**config.mk**
```make
export PLATFORM = sky130hd
export DESIGN_NAME = hud_number_display
export DESIGN_NICKNAME = d
export VERILOG_FILES = /design/src/rtl/hud_number_display.sv
export SDC_FILE = /design/constraint.sdc
export NUM_CORES = 1
export LEC_CHECK = 0
export CAP_MARGIN = 20
export CORE_MARGIN = 2
export CORE_UTILIZATION = 30
export CTS_CLUSTER_SIZE = 14
export DETAILED_ROUTE_END_ITERATION = 7
export DONT_BUFFER_PORTS = 1
export GPL_TIMING_DRIVEN = 0
export PLACE_DENSITY = 0.51
export SLEW_MARGIN = 40
export SYNTH_ARGS = -nofsm -noshare
export SYNTH_HDL_FRONTEND = slang
export SYNTH_SLANG_ARGS = --single-unit
```
**constraint.sdc**
```tcl
create_clock -name clk -period 7.9 [get_ports clk]
set_input_delay 1.185 -clock clk [delete_from_list [all_inputs] [get_ports clk]]
set_output_delay 1.185 -clock clk [all_outputs]
set_load 0.02 [all_outputs]
```
**src/rtl/hud_number_display.sv**
```systemverilog
`default_nettype none
// ============================================================================
// Module      : hud_number_display
// Description : HUD numeric overlay. A binary value arrives over valid/ready,
//               is converted to BCD by a sequential double-dabble engine and
//               is drawn as NUM_DIGITS glyph sprites in a fixed screen row.
//               Glyph bitmaps come from an external glyph ROM that has one
//               cycle of read latency.
// Ports       : clk         - pixel clock, the only clock
//               reset_n     - asynchronous active-low reset
//               val_valid   - a new value is offered
//               val_data    - binary value to display (VAL_W bits)
//               val_ready   - block can accept a value (idle)
//               hcount      - current pixel x (11 bits)
//               vcount      - current pixel y (10 bits)
//               glyph_addr  - glyph ROM address
//                             (digit*DIGIT_W*DIGIT_H + row*DIGIT_W + col)
//               glyph_bit   - glyph ROM data, one cycle after glyph_addr
//               pixel       - overlay pixel, COLOR when lit, else 0
//               overflow    - last accepted value exceeded 10^NUM_DIGITS-1
// Revision    : 1.0 - initial release
// ============================================================================
module hud_number_display #(
    parameter int          NUM_DIGITS = 4,
    parameter int          VAL_W      = 14,
    parameter int          X0         = 0,
    parameter int          Y0         = 1,
    parameter int          DIGIT_W    = 24,
    parameter int          DIGIT_H    = 32,
    parameter int          SPACING    = 27,
    parameter logic [23:0] COLOR      = 24'hFF0000,
    parameter bit          BLANK_LZ   = 1'b1
) (
    input  logic             clk,
    input  logic             reset_n,
    input  logic             val_valid,
    input  logic [VAL_W-1:0] val_data,
    output logic             val_ready,
    input  logic [10:0]      hcount,
    input  logic [9:0]       vcount,
    output logic [13:0]      glyph_addr,
    input  logic             glyph_bit,
    output logic [23:0]      pixel,
    output logic             overflow
);

    // Largest value representable in NUM_DIGITS decimal digits.
    function automatic logic [63:0] f_max_value(input int digits);
        logic [63:0] v_p;
        v_p = 64'd1;
        for (int k = 0; k < digits; k++) begin
            v_p = v_p * 64'd10;
        end
        return v_p - 64'd1;
    endfunction

    localparam int          c_bcd_w = 4 * NUM_DIGITS;
    localparam int          c_cnt_w = (VAL_W > 1) ? $clog2(VAL_W) : 1;
    localparam int          c_col_w = (DIGIT_W > 1) ? $clog2(DIGIT_W) : 1;
    localparam int          c_row_w = (DIGIT_H > 1) ? $clog2(DIGIT_H) : 1;
    localparam logic [63:0] c_max   = f_max_value(NUM_DIGITS);

    localparam logic [1:0]  c_st_idle   = 2'd0;
    localparam logic [1:0]  c_st_shift  = 2'd1;
    localparam logic [1:0]  c_st_commit = 2'd2;

    // ------------------------------------------------------------------
    // Conversion FSM
    // ------------------------------------------------------------------
    logic [1:0]         r_state;
    logic [1:0]         w_state_nxt;
    logic               w_ready;
    logic               w_accept;
    logic               w_shift_en;
    logic               w_commit_en;

    logic [VAL_W-1:0]   r_bin;
    logic [c_bcd_w-1:0] r_bcd;
    logic [c_bcd_w-1:0] w_bcd_adj;
    logic [c_cnt_w-1:0] r_cnt;
    logic               r_ovf_pend;
    logic [c_bcd_w-1:0] r_digits;
    logic               r_overflow;
    logic               w_val_over;

    always_ff @(posedge clk or negedge reset_n) begin
        if (!reset_n) begin
            r_state <= c_st_idle;
        end else begin
            r_state <= w_state_nxt;
        end
    end

    always_comb begin
        w_state_nxt = r_state;
        w_ready     = 1'b0;
        w_accept    = 1'b0;
        w_shift_en  = 1'b0;
        w_commit_en = 1'b0;
        case (r_state)
            c_st_idle: begin
                w_ready = 1'b1;
                if (val_valid) begin
                    w_accept    = 1'b1;
                    w_state_nxt = c_st_shift;
                end
            end
            c_st_shift: begin
                w_shift_en = 1'b1;
                if (r_cnt == c_cnt_w'(VAL_W - 1)) begin
                    w_state_nxt = c_st_commit;
                end
            end
            c_st_commit: begin
                w_commit_en = 1'b1;
                w_state_nxt = c_st_idle;
            end
            default: begin
                w_state_nxt = c_st_idle;
            end
        endcase
    end

    assign val_ready  = w_ready;
    assign w_val_over = (64'(val_data) > c_max);

    // Double-dabble correction: every nibble >= 5 gets +3 before the shift.
    generate
        for (genvar g = 0; g < NUM_DIGITS; g++) begin : g_adj
            assign w_bcd_adj[4*g +: 4] = (r_bcd[4*g +: 4] >= 4'd5) ?
                                         (r_bcd[4*g +: 4] + 4'd3) :
                                          r_bcd[4*g +: 4];
        end
    endgenerate

    always_ff @(posedge clk or negedge reset_n) begin
        if (!reset_n) begin
            r_bin      <= '0;
            r_bcd      <= '0;
            r_cnt      <= '0;
            r_ovf_pend <= 1'b0;
            r_digits   <= '0;
            r_overflow <= 1'b0;
        end else begin
            if (w_accept) begin
                // Saturate before converting so the BCD result always fits.
                r_bin      <= w_val_over ? c_max[VAL_W-1:0] : val_data;
                r_ovf_pend <= w_val_over;
                r_bcd      <= '0;
                r_cnt      <= '0;
            end
            if (w_shift_en) begin
                {r_bcd, r_bin} <= {w_bcd_adj, r_bin} << 1;
                r_cnt          <= r_cnt + 1'b1;
            end
            // The displayed digits only ever change here, in one cycle,
            // so a frame never shows a half-converted number.
            if (w_commit_en) begin
                r_digits   <= r_bcd;
                r_overflow <= r_ovf_pend;
            end
        end
    end

    assign overflow = r_overflow;

    // ------------------------------------------------------------------
    // Leading-zero blanking: digit i is blank if digits 0..i are all zero;
    // the least significant digit is always drawn.
    // ------------------------------------------------------------------
    logic [NUM_DIGITS-1:0] w_blank;
    logic                  w_zero_run;

    always_comb begin
        w_zero_run = 1'b1;
        w_blank    = '0;
        for (int i = 0; i < NUM_DIGITS; i++) begin
            w_zero_run = w_zero_run && (r_digits[4*(NUM_DIGITS-1-i) +: 4] == 4'd0);
            w_blank[i] = BLANK_LZ && (i != NUM_DIGITS - 1) && w_zero_run;
        end
    end

    // ------------------------------------------------------------------
    // Hit test. Offsets are computed with unsigned wrap-around, so a
    // position left of / above a box becomes huge and simply misses.
    // ------------------------------------------------------------------
    logic [31:0]           w_hpos;
    logic [31:0]           w_vpos;
    logic [31:0]           w_dy;
    logic                  w_vin;
    logic [31:0]           w_dx [NUM_DIGITS];
    logic [NUM_DIGITS-1:0] w_hit;

    assign w_hpos = 32'(hcount);
    assign w_vpos = 32'(vcount);
    assign w_dy   = w_vpos - 32'(Y0);
    assign w_vin  = (w_dy < 32'(DIGIT_H));

    generate
        for (genvar g = 0; g < NUM_DIGITS; g++) begin : g_hit
            localparam logic [31:0] c_left = 32'(X0 + g * SPACING);
            assign w_dx[g]  = w_hpos - c_left;
            assign w_hit[g] = w_vin && (w_dx[g] < 32'(DIGIT_W));
        end
    endgenerate

    // Lowest index wins when boxes overlap: scan high to low, last hit sticks.
    logic               w_found;
    logic               w_sel_blank;
    logic [3:0]         w_sel_digit;
    logic [c_col_w-1:0] w_sel_col;
    logic [c_row_w-1:0] w_row;
    logic [13:0]        w_addr;
    logic               w_lit_cand;

    always_comb begin
        w_found     = 1'b0;
        w_sel_blank = 1'b0;
        w_sel_digit = 4'd0;
        w_sel_col   = '0;
        for (int i = NUM_DIGITS - 1; i >= 0; i--) begin
            if (w_hit[i]) begin
                w_found     = 1'b1;
                w_sel_blank = w_blank[i];
                w_sel_digit = r_digits[4*(NUM_DIGITS-1-i) +: 4];
                w_sel_col   = w_dx[i][c_col_w-1:0];
            end
        end
    end

    assign w_row      = w_dy[c_row_w-1:0];
    assign w_addr     = 14'(w_sel_digit) * 14'(DIGIT_W * DIGIT_H)
                      + 14'(w_row) * 14'(DIGIT_W) + 14'(w_sel_col);
    assign w_lit_cand = w_found && !w_sel_blank;

    // ------------------------------------------------------------------
    // Render pipeline: address register, ROM read, pixel register.
    // ------------------------------------------------------------------
    logic [13:0] r_glyph_addr;
    logic        r_lit;
    logic        r_lit_d1;
    logic [23:0] r_pixel;

    always_ff @(posedge clk or negedge reset_n) begin
        if (!reset_n) begin
            r_glyph_addr <= '0;
            r_lit        <= 1'b0;
            r_lit_d1     <= 1'b0;
            r_pixel      <= '0;
        end else begin
            r_glyph_addr <= w_lit_cand ? w_addr : 14'd0;
            r_lit        <= w_lit_cand;
            r_lit_d1     <= r_lit;
            r_pixel      <= (r_lit_d1 && glyph_bit) ? COLOR : 24'd0;
        end
    end

    assign glyph_addr = r_glyph_addr;
    assign pixel      = r_pixel;

endmodule
`default_nettype wire

```
==> results by group <==
Outcome
  • Status: completed

Worst setup path
  • Setup slack, reg-to-reg: 4780 ps
  • Worst setup path start: hcount[2]
  • Critical Path AT: between 5000 and 6000 ps
  • CP Depth: 17
  • Worst EP required: 8120 ps
  • Setup crit end: glyph_addr[13]
  • CP Class: input port to flop
  • FF-to-FF Start: r_digits[2]
  • Reg-to-reg endpoint: glyph_addr[13]
  • Worst path slowest cell: or4b_4
  • Worst path top cell family by delay: compound AO/OA/AOI/OAI gates
  • Worst setup EP type: flop
  • Max incr delay on CP: between 500 and 600 ps
  • FF-to-FF path depth: 10
  • CP Cell Sequence: buf_2 -> inv_1 -> ha_1 -> a21bo_2 -> nor4b_1 -> o21ai_0 -> a21oi_1 -> nand4_1 -> o311ai_0 -> a22o_1 -> ha_1 -> a21o_2 -> a21oi_1 -> or4b_4 -> a21boi_2 -> nor3_1 -> o21ba_1
  • Worst Path Max Fanout: 10
  • Critical path launch point type: input port
  • WP buf/inv: 2

Flow run
  • Total of max-cap violations: 0

STA
  • Final Hold Fails: 0
  • Final min period: about 5300 ps
  • RSZ-0062 raised after global routing: no
  • Actual slew at the worst max-slew pin: 743 ps
  • Max Freq: 187 MHz
  • Final Slew Violations: 0
  • Worst setup margin: between 2000 and 3000 ps
  • Final setup fails: 0
  • Fin crit share: 0.675
  • Final TNS setup: 0 ps
  • Worst Skew: 4.94 ps
  • Slew margin rel.: 0.500

Detailed routing
  • Final wirelength: roughly 12 mm
  • Residual DRC: 0
  • DR WL/cell: approximately 15 um
  • Via density: 5.04
  • Via count: between 3,000 and 4,000
  • Drt initial violations: ~270
  • DRT antenna net count: 0
  • DRT Pass-1 Iters: 4

Yosys
  • Top-count cell post-synth: dfrtp_1
  • Yosys top cell area share: 0.366
  • Post-synth top flop: dfrtp_1
  • Mean post-synth cell area: 9.08 um2
  • EDFF count, synth: 0
  • FF+latch count, synth: 71
  • Synthesis warning total: 0
  • Top cells by count, synth: 71 x dfrtp_1, 44 x o21ai_0, 42 x nand2_1, 40 x nor2_1, 32 x inv_1
  • Number of different library cells in the post-synthesis netlist: 76
  • Mapped cell area: slightly below 5000 um2
  • Post-synthesis cell count: between 500 and 600
  • Post-synth top area cell: dfrtp_1
  • Ys async rst share: 1.00
  • Top cells by area, synth: dfrtp_1 37%, ha_1 7.7%, o21ai_0 4.5%
  • Register area share after synthesis: 0.366

Min path
  • Hold Startpoint: r_lit
  • HP Class: flop to flop

Placed design
  • IO buf count: 0
  • Setup WS pre-CTS: around 2300 ps
  • Placer Congestion: 0.873
  • Post-DP HPWL: ~8.9 mm
  • DP Cell Count: approximately 770

Layout
  • Diode count: 0
  • Area growth, synth to finish: 12.2%
  • Non-filler instance count after layout: a little under 800
  • Final core utilization: 0.344
  • Nets: around 630
  • Share of post-route cells with drive strength above 1: 0.135

CTS
  • Clock transition at path regs: 60 ps
  • Root Driver: clkbuf_16
  • Htree depth: 3
  • Worst skew pair latency: between 300 and 400 ps
  • Clock Tree Buf Depth: 2
  • Post-cts sizing count: 0
  • # Post-CTS Setup Buffers: 0
  • TritonCTS clock tree: built
  • Hold-fix buffer count after cts: 0
  • Total CTS buffers: 9
  • # clock sinks: 71

Global routing
  • Remaining global-route overflow: 0
  • Initial antenna violation count: 0
  • First-pass GRT wire length: 19.8 mm
  • Largest net degree at the start of global routing: a little over 70
  • Vias in the first global route: between 3,000 and 4,000
  • Total global-route track usage: 0.139

Power and ir drop
  • Power density over the cells: around 260 nW/um2
  • Maximum vdd drop: 141 uV
  • Static Leak: around 2.4 nW

Die
  • Num rows: 46
  • Die span in x: 131 um
  • I/O pin cnt: 79
  • Total die area: between 15,000 and 20,000 um2
  • Initial core utilization: 0.306
  • Die span in y: between 100 and 150 um
  • Total core area: approximately 16,000 um2
flip-flops by register name, summed over array words and instances, names as in the netlist:
register and count:
r_state 2, r_digits 16, r_ovf_pend 1, overflow 1, glyph_addr 14, r_bin 14
pixel 1, r_lit_d1 1, r_cnt 4, r_bcd 16, r_lit 1
placed cells by master (no fill, tap or decap), types with 4 or more instances in the layout:
cell type / count
mux2_2: 11
a22oi_1: 12
and2_1: 6
nor2_1: 40
nor4_1: 6
o31ai_1: 9
dfrtp_1: 71
buf_2: 7
clkbuf_16: 9
xnor2_1: 14
nor2b_1: 5
nand2b_1: 13
a222oi_1: 4
nand2_1: 42
conb_1: 16
o21ai_0: 44
nor3_1: 12
clkbuf_1: 18
a21o_1: 4
inv_1: 32
xor2_1: 11
a32o_1: 4
nand4_1: 5
ha_1: 30
nand3_1: 21
a21oi_1: 27
buf_4: 23
how the worst min path moves through the flow:
stage | to | slack (ps) | cells after the start
after CTS | r_lit_d1 | 360 | 0
after floorplan | r_lit_d1 | 330 | 0
after global placement | r_lit_d1 | 330 | 0
after global routing | r_lit_d1 | 370 | 0
final | r_lit_d1 | 350 | 0
after detailed placement | r_lit_d1 | 340 | 0
metal layers:
layer  up-vias  part of all wire  track usage
met4         0             0.013       0.0326
met1      1883              0.45        0.180
met5         -                 0            0
met2       113              0.48        0.233
met3        12             0.058       0.0378
li1       1928                 -            -
worst register-to-register path: stages, from the launching register on:
cell and delay (ps):
dfrtp_1 370, inv_1 50, o311ai_0 480, a22o_1 280, ha_1 250, a21o_2 210, a21oi_1 440, or4b_4 530
a21boi_2 150, nor3_1 70, o21ba_1 180
where the power goes:
group	total, mW	internal (mW)	switching, mW
combinational	0.480	0.196	0.284
clock	0.359	0.211	0.148
sequential	0.564	0.473	0.0910
layout make-up:
class / instances / area (um2)
tap: 216 / 270
inverter: 33 / 124
multi-input combinational: 400 / 2750
buffer: 45 / 264
sequential: 71 / 1780
clock buffer: 12 / 236
clock inverter: 4 / 22.5
fill: 1641 / 10400
kinds of logic after synthesis:
kind of cell | share of synthesized area
AND/OR/NAND/NOR | 0.188
multiplexers | 0.0255
AO/OA/AOI/OAI | 0.205
flip-flops | 0.366
buffers and inverters | 0.0800
adder cells (fa/ha/maj) | 0.0898
other | 0.000773
XOR/XNOR | 0.0451
through the flow:
stage / hold slack, ps / area (um2) / total power, mW
final: 354 / 5440 / 1.40
after global routing: 366 / 5440 / 1.52
after CTS: 356 / 5440 / 1.42
after detailed placement: 342 / 5180 / 1.05
after global placement: 334 / 5180 / 1.03
after floorplan: 331 / 4910 / 0.925
(Power assumes the default switching activity.)
